[src/rtl/led_bar_sequencer.sv]
// ---------------------------------------------------------------------------
// led_bar_sequencer
//
// Drives a bar of WIDTH LEDs with one of four animated patterns. A free
// running prescaler produces one pattern step ("tick") every
// 2^PRESCALE_BITS clocks while running. The pattern may be paused and
// resumed, aborted, or restarted with a new pattern at any time.
//
// Ports
//   clock   : sole clock, rising edge
//   rst_n   : asynchronous active-low reset
//   start   : one-clock pulse, begins or restarts a sequence (samples mode)
//   stop    : one-clock pulse, aborts to idle (ignored when idle)
//   pause   : one-clock pulse, toggles run/hold (ignored when idle)
//   mode    : pattern select 0=FILL 1=DRAIN 2=BOUNCE 3=BLINK
//   io_led  : registered LED bar drive
//   busy    : high while running or holding
//   done    : one-clock pulse after each completed pattern cycle
//   cycles  : completed-cycle count since last start, wraps 255->0
//
// Handshake: start/stop/pause are plain single-clock strobes with no
// ready; each is acted on at the rising edge where it is sampled high,
// with priority stop > start > pause.
// ---------------------------------------------------------------------------
module led_bar_sequencer #(
   parameter int WIDTH         = 24,
   parameter int PRESCALE_BITS = 23
) (
   input  logic             clock,
   input  logic             rst_n,
   input  logic             start,
   input  logic             stop,
   input  logic             pause,
   input  logic [1:0]       mode,
   output logic [WIDTH-1:0] io_led,
   output logic             busy,
   output logic             done,
   output logic [7:0]       cycles
);

   typedef enum logic [1:0] {
      S_IDLE = 2'd0,
      S_RUN  = 2'd1,
      S_HOLD = 2'd2
   } state_t;

   localparam logic [1:0] M_FILL   = 2'd0;
   localparam logic [1:0] M_DRAIN  = 2'd1;
   localparam logic [1:0] M_BOUNCE = 2'd2;
   localparam logic [1:0] M_BLINK  = 2'd3;

   localparam logic [WIDTH-1:0]         LED_ONES  = '1;
   localparam logic [WIDTH-1:0]         LED_ZERO  = '0;
   localparam logic [WIDTH-1:0]         LED_BIT0  = WIDTH'(1);
   localparam logic [PRESCALE_BITS-1:0] PRESC_MAX = '1;

   // dir: 0 = moving left (towards MSB), 1 = moving right (towards bit 0)
   state_t                   state_q, state_d;
   logic [1:0]               mode_q, mode_d;
   logic                     dir_q, dir_d;
   logic [PRESCALE_BITS-1:0] presc_q, presc_d;
   logic [WIDTH-1:0]         led_q, led_d;
   logic                     done_q, done_d;
   logic [7:0]               cycles_q, cycles_d;

   logic                     tick;
   logic [WIDTH-1:0]         pat_led;
   logic                     pat_dir;
   logic                     pat_done;
   logic [WIDTH-1:0]         init_led;

   assign tick = (state_q == S_RUN) && (presc_q == PRESC_MAX);

   // Next pattern value assuming a tick happens this clock.
   always_comb begin
      pat_led  = led_q;
      pat_dir  = dir_q;
      pat_done = 1'b0;
      case (mode_q)
         M_FILL: begin
            if (led_q == LED_ONES) begin
               pat_led  = LED_ZERO;
               pat_done = 1'b1;
            end else begin
               pat_led = (led_q << 1) | LED_BIT0;
            end
         end
         M_DRAIN: begin
            if (led_q == LED_ZERO) begin
               pat_led  = LED_ONES;
               pat_done = 1'b1;
            end else begin
               pat_led = led_q >> 1;
            end
         end
         M_BOUNCE: begin
            // Direction flips on the tick that lands on an end bit, so the
            // following tick already moves back the other way.
            if (!dir_q) begin
               pat_led = led_q << 1;
               if (pat_led[WIDTH-1]) pat_dir = 1'b1;
            end else begin
               pat_led = led_q >> 1;
               if (pat_led[0]) begin
                  pat_dir  = 1'b0;
                  pat_done = 1'b1;
               end
            end
         end
         default: begin // M_BLINK
            if (led_q == LED_ZERO) begin
               pat_led = LED_ONES;
            end else begin
               pat_led  = LED_ZERO;
               pat_done = 1'b1;
            end
         end
      endcase
   end

   // Pattern loaded when a start is accepted.
   always_comb begin
      init_led = LED_ZERO;
      case (mode)
         M_DRAIN:  init_led = LED_ONES;
         M_BOUNCE: init_led = LED_BIT0;
         default:  init_led = LED_ZERO;
      endcase
   end

   // Next-state and datapath update.
   always_comb begin
      state_d  = state_q;
      mode_d   = mode_q;
      dir_d    = dir_q;
      presc_d  = presc_q;
      led_d    = led_q;
      done_d   = 1'b0;
      cycles_d = cycles_q;

      if (stop && (state_q != S_IDLE)) begin
         // Wins over a coincident tick: no done, no count.
         state_d = S_IDLE;
         presc_d = '0;
         led_d   = LED_ZERO;
      end else if (start) begin
         state_d  = S_RUN;
         mode_d   = mode;
         presc_d  = '0;
         cycles_d = 8'd0;
         led_d    = init_led;
         dir_d    = 1'b0;
      end else begin
         // A pause sampled while running still counts this clock as a run
         // clock; hold only takes effect from the next edge.
         if (state_q == S_RUN) begin
            presc_d = presc_q + 1'b1;
            if (tick) begin
               led_d = pat_led;
               dir_d = pat_dir;
               if (pat_done) begin
                  done_d   = 1'b1;
                  cycles_d = cycles_q + 8'd1;
               end
            end
         end
         if (pause) begin
            case (state_q)
               S_RUN:   state_d = S_HOLD;
               S_HOLD:  state_d = S_RUN;
               default: state_d = state_q;
            endcase
         end
      end
   end

   always_ff @(posedge clock or negedge rst_n) begin
      if (!rst_n) begin
         state_q  <= S_IDLE;
         mode_q   <= 2'd0;
         dir_q    <= 1'b0;
         presc_q  <= '0;
         led_q    <= '0;
         done_q   <= 1'b0;
         cycles_q <= 8'd0;
      end else begin
         state_q  <= state_d;
         mode_q   <= mode_d;
         dir_q    <= dir_d;
         presc_q  <= presc_d;
         led_q    <= led_d;
         done_q   <= done_d;
         cycles_q <= cycles_d;
      end
   end

   assign io_led = led_q;
   assign busy   = (state_q != S_IDLE);
   assign done   = done_q;
   assign cycles = cycles_q;

endmodule

[config.mk]
export PLATFORM = sky130hd
export DESIGN_NAME = led_bar_sequencer
export DESIGN_NICKNAME = d
export VERILOG_FILES = /design/src/rtl/led_bar_sequencer.sv
export SDC_FILE = /design/constraint.sdc
export NUM_CORES = 1
export LEC_CHECK = 0
export ABC_AREA = 1
export BUFFER_PORTS_ARGS = -buffer_cell sky130_fd_sc_hd__buf_2
export CAP_MARGIN = 0
export CORE_UTILIZATION = 35
export DETAILED_ROUTE_END_ITERATION = 7
export PLACE_DENSITY = 0.53
export RECOVER_POWER = 25
export SYNTH_ARGS = -nofsm -noshare
export SYNTH_HDL_FRONTEND = slang
export SYNTH_SLANG_ARGS = --single-unit
[constraint.sdc]
create_clock -name clock -period 4.31 [get_ports clock]
set_clock_uncertainty 0.05 [all_clocks]
set_input_delay 1.0775 -clock clock [delete_from_list [all_inputs] [get_ports clock]]
set_output_delay 1.0775 -clock clock [all_outputs]
set_load 0.05 [all_outputs]
==> run_results.csv <==
group,metric,value,unit
route,ant_nets,0,
run,maxCapViolCount,1,
finish,area_growth,14.32,%
sta,tns,0,ns
status,violations,"design-rule violations, max-capacitance violations, max-slew violations",
floorplan,rows,39,
cts,cts-htree-levels,3,
cts,clockRootBuffer,"clkbuf_16",
worst_setup_path,start_kind,"input port",
finish,drive_above_1_share,13.11,%
min_path,hp-class,"reg2reg",
synthesis,syn_nets,650,
cts,cts_inserted_buffers,9,
cts,insertion_delay,0.32,ns
synthesis,seq_area_frac_synth,36.24,%
global_route,grt_overflow,0,
status,status,"complete, but fails checks",
synthesis,netlist_area,4212,µm²
synthesis,ys_ff_latch,61,
cts,cts_resized,0,
placement,pre_cts_slack,1.304,ns
route,drt_wl_total,11500,µm
worst_setup_path,crit_fanout,32,
floorplan,die_x,111.7,µm
cts,clock-sinks,61,
floorplan,die_h,111.7,µm
finish,final_common_cell,"nand2_1",
worst_setup_path,path_depth,2,
cts,clk_pin_slew_worst_paths,0.05,ns
worst_setup_path,path_delay_family,"buffers and inverters",
sta,period_share,67.18,%
sta,setup_viol_count_final,0,
global_route,grt_pass1_wl,19530,µm
synthesis,syn_avg_cell_area,6.581,µm²
sta,rsz0062_at_grt,"no",
worst_setup_path,path_buf_inv,2,
pwr,p_leak,2.449,nW
sta,finalCriticalPeriod,2.896,ns
route,route.vias.total,4220,
floorplan,pin_count,41,
min_path,min_path_cells,2,
sta,setup_slack,1.414,ns
global_route,antenna_found_initial,0,
finish,final_cell_mix,"nand2_1, nand3_1, dfrtp_1",
synthesis,post_synth_num_cell_types,40,
route,viasPerCell,5.184,
finish,nNetsFinal,676,
global_route,grt_pass1_vias,3880,
pwr,power_density,672.6,nW/µm²
route,wire_per_inst,14.12,µm
worst_setup_path,arrival,3.22,ns
cts,hold_buffers,0,
sta,worstMarginPinSlew,1.845,ns
worst_setup_path,crit_type,"in2async",
route,drc,6,
placement,place_hpwl,7617,µm
pwr,irDropWorstVdd,278.8,µV
sta,relSlewSlack,-23.02,%
route,first_iter_violations,291,
synthesis,ys_warn_count,0,
finish,diodes,0,
finish,fillers,1249,
sta,finalMaxSlewViolations,33,
cts,cts_tree,"done",
synthesis,syn_inst,640,
global_route,track_usage,19.26,%
floorplan,die_area,12480,µm²
placement,globalplace.congestion,0.8039,
worst_setup_path,crit_chain,"clkbuf_1 > clkbuf_2",
sta,hold_viol,0,
worst_setup_path,end_kind,"asynchronous set/reset pin",
route,dr.pass1.iters,7,
sta,clock.fmax,345.4,MHz
worst_setup_path,reg2reg_depth,9,
worst_setup_path,required,4.63,ns
floorplan,core_area,11560,µm²
cts,clockBufferDepth,2,
worst_setup_path,cp_slowest_cell,"clkbuf_1",
global_route,grt_max_degree,33,
worst_setup_path,max_stage_delay,1.30,ns
placement,port_buffers,40,
cts,post-cts-setup-buffers,0,
floorplan,initial_core_util,36.42,%
==> through the flow <==
stage	std cells	instance area [µm²]	total power [mW]	hold slack [ns]	util [%]
after global routing	814	4815	3.474	0.4811	41.63
after global placement	798	4474	2.408	0.4391	38.69
after floorplan	640	4212	2.057	0.4171	-
after CTS	814	4820	3.254	0.4604	41.67
final	814	4815	3.238	0.4547	41.63
after detailed placement	798	4474	2.418	0.4462	38.69
==> layer usage <==
layer | track usage (%) | up-vias | wire length, µm | part of all wire [%]
li1 | - | 2129 | - | -
met5 | 0 | - | 0 | 0
met1 | 26.75 | 1973 | 5678 | 49
met3 | 2.667 | 10 | 490 | 4.3
met2 | 31.10 | 108 | 5212 | 45
met4 | 5.766 | 0 | 114 | 0.99
==> power breakdown <==
part / internal [mW] / leakage [nW] / switching (mW) / total, mW
sequential: 0.693 / 0.816 / 0.269 / 0.962
combinational: 0.397 / 1.46 / 1.05 / 1.45
clock: 0.568 / 0.172 / 0.257 / 0.825
==> state kept, by name, indices dropped and copies added (netlist names) <==
name,flops
cycles,8
dir_q,1
done,1
io_led,24
mode_q,2
presc_q,23
state_q,2
==> final timing paths <==
check	from	end	slack, ns
worst max register to register	io_led[8]$_DFFE_PN0P_	io_led[20]$_DFFE_PN0P_	1.64
max in group clock	start	io_led[15]$_DFFE_PN0P_	1.51
worst max-delay path	rst_n	presc_q[9]$_DFFE_PN0P_	1.41
min in group asynchronous	rst_n	presc_q[11]$_DFFE_PN0P_	1.20
worst min-delay path	presc_q[8]$_DFFE_PN0P_	presc_q[8]$_DFFE_PN0P_	0.45
worst min register to register	presc_q[8]$_DFFE_PN0P_	presc_q[8]$_DFFE_PN0P_	0.45
==> cells by family after synthesis <==
family	synth area share (%)
and+or+nand+nor	42.25
AOI/OAI and AO/OA	10.87
buffers and inverters	8.081
DFF	36.24
xor gates and xnor gates	1.664
adders and majority gates	0.8914
==> layout make-up <==
cell class | instances | area, µm² | share of cell area, %
clock inverters | 3 | 65.06 | 1.351
flip-flops and latches | 61 | 1526 | 31.70
inverters | 49 | 186.4 | 3.872
clock buffers | 13 | 280.3 | 5.821
well taps | 143 | 178.9 | 3.716
repair buffers | 45 | 232.7 | 4.834
multi-input cells | 500 | 2345 | 48.70
==> cells in the mapped netlist, drive strengths merged <==
| cell | n | area [µm²] |
|---|---|---|
| nor3b | 3 | 27.52 |
| o31ai | 1 | 7.510 |
| o22ai | 1 | 6.260 |
| o211ai | 1 | 7.510 |
| nor4 | 3 | 25.02 |
| nand2 | 244 | 935.9 |
| xor2 | 7 | 61.31 |
| o21ai | 47 | 235.2 |
| nor3 | 7 | 51.30 |
| a22oi | 6 | 45.04 |
| ha | 3 | 37.54 |
| nand3 | 68 | 355.3 |
| clkbuf | 9 | 33.78 |
| a21oi | 24 | 120.1 |
| inv | 49 | 186.4 |
| nor2 | 63 | 282.8 |
| and3 | 1 | 6.260 |
| dfrtp | 61 | 1526 |
| buf | 21 | 120.1 |
| o221a | 1 | 11.26 |
| or2 | 1 | 6.260 |
| xnor2 | 1 | 8.760 |
| nand4 | 13 | 81.33 |
| a31oi | 4 | 25.02 |
| nand3b | 1 | 7.510 |
No activity file was read; power rests on OpenSTA's default activity.
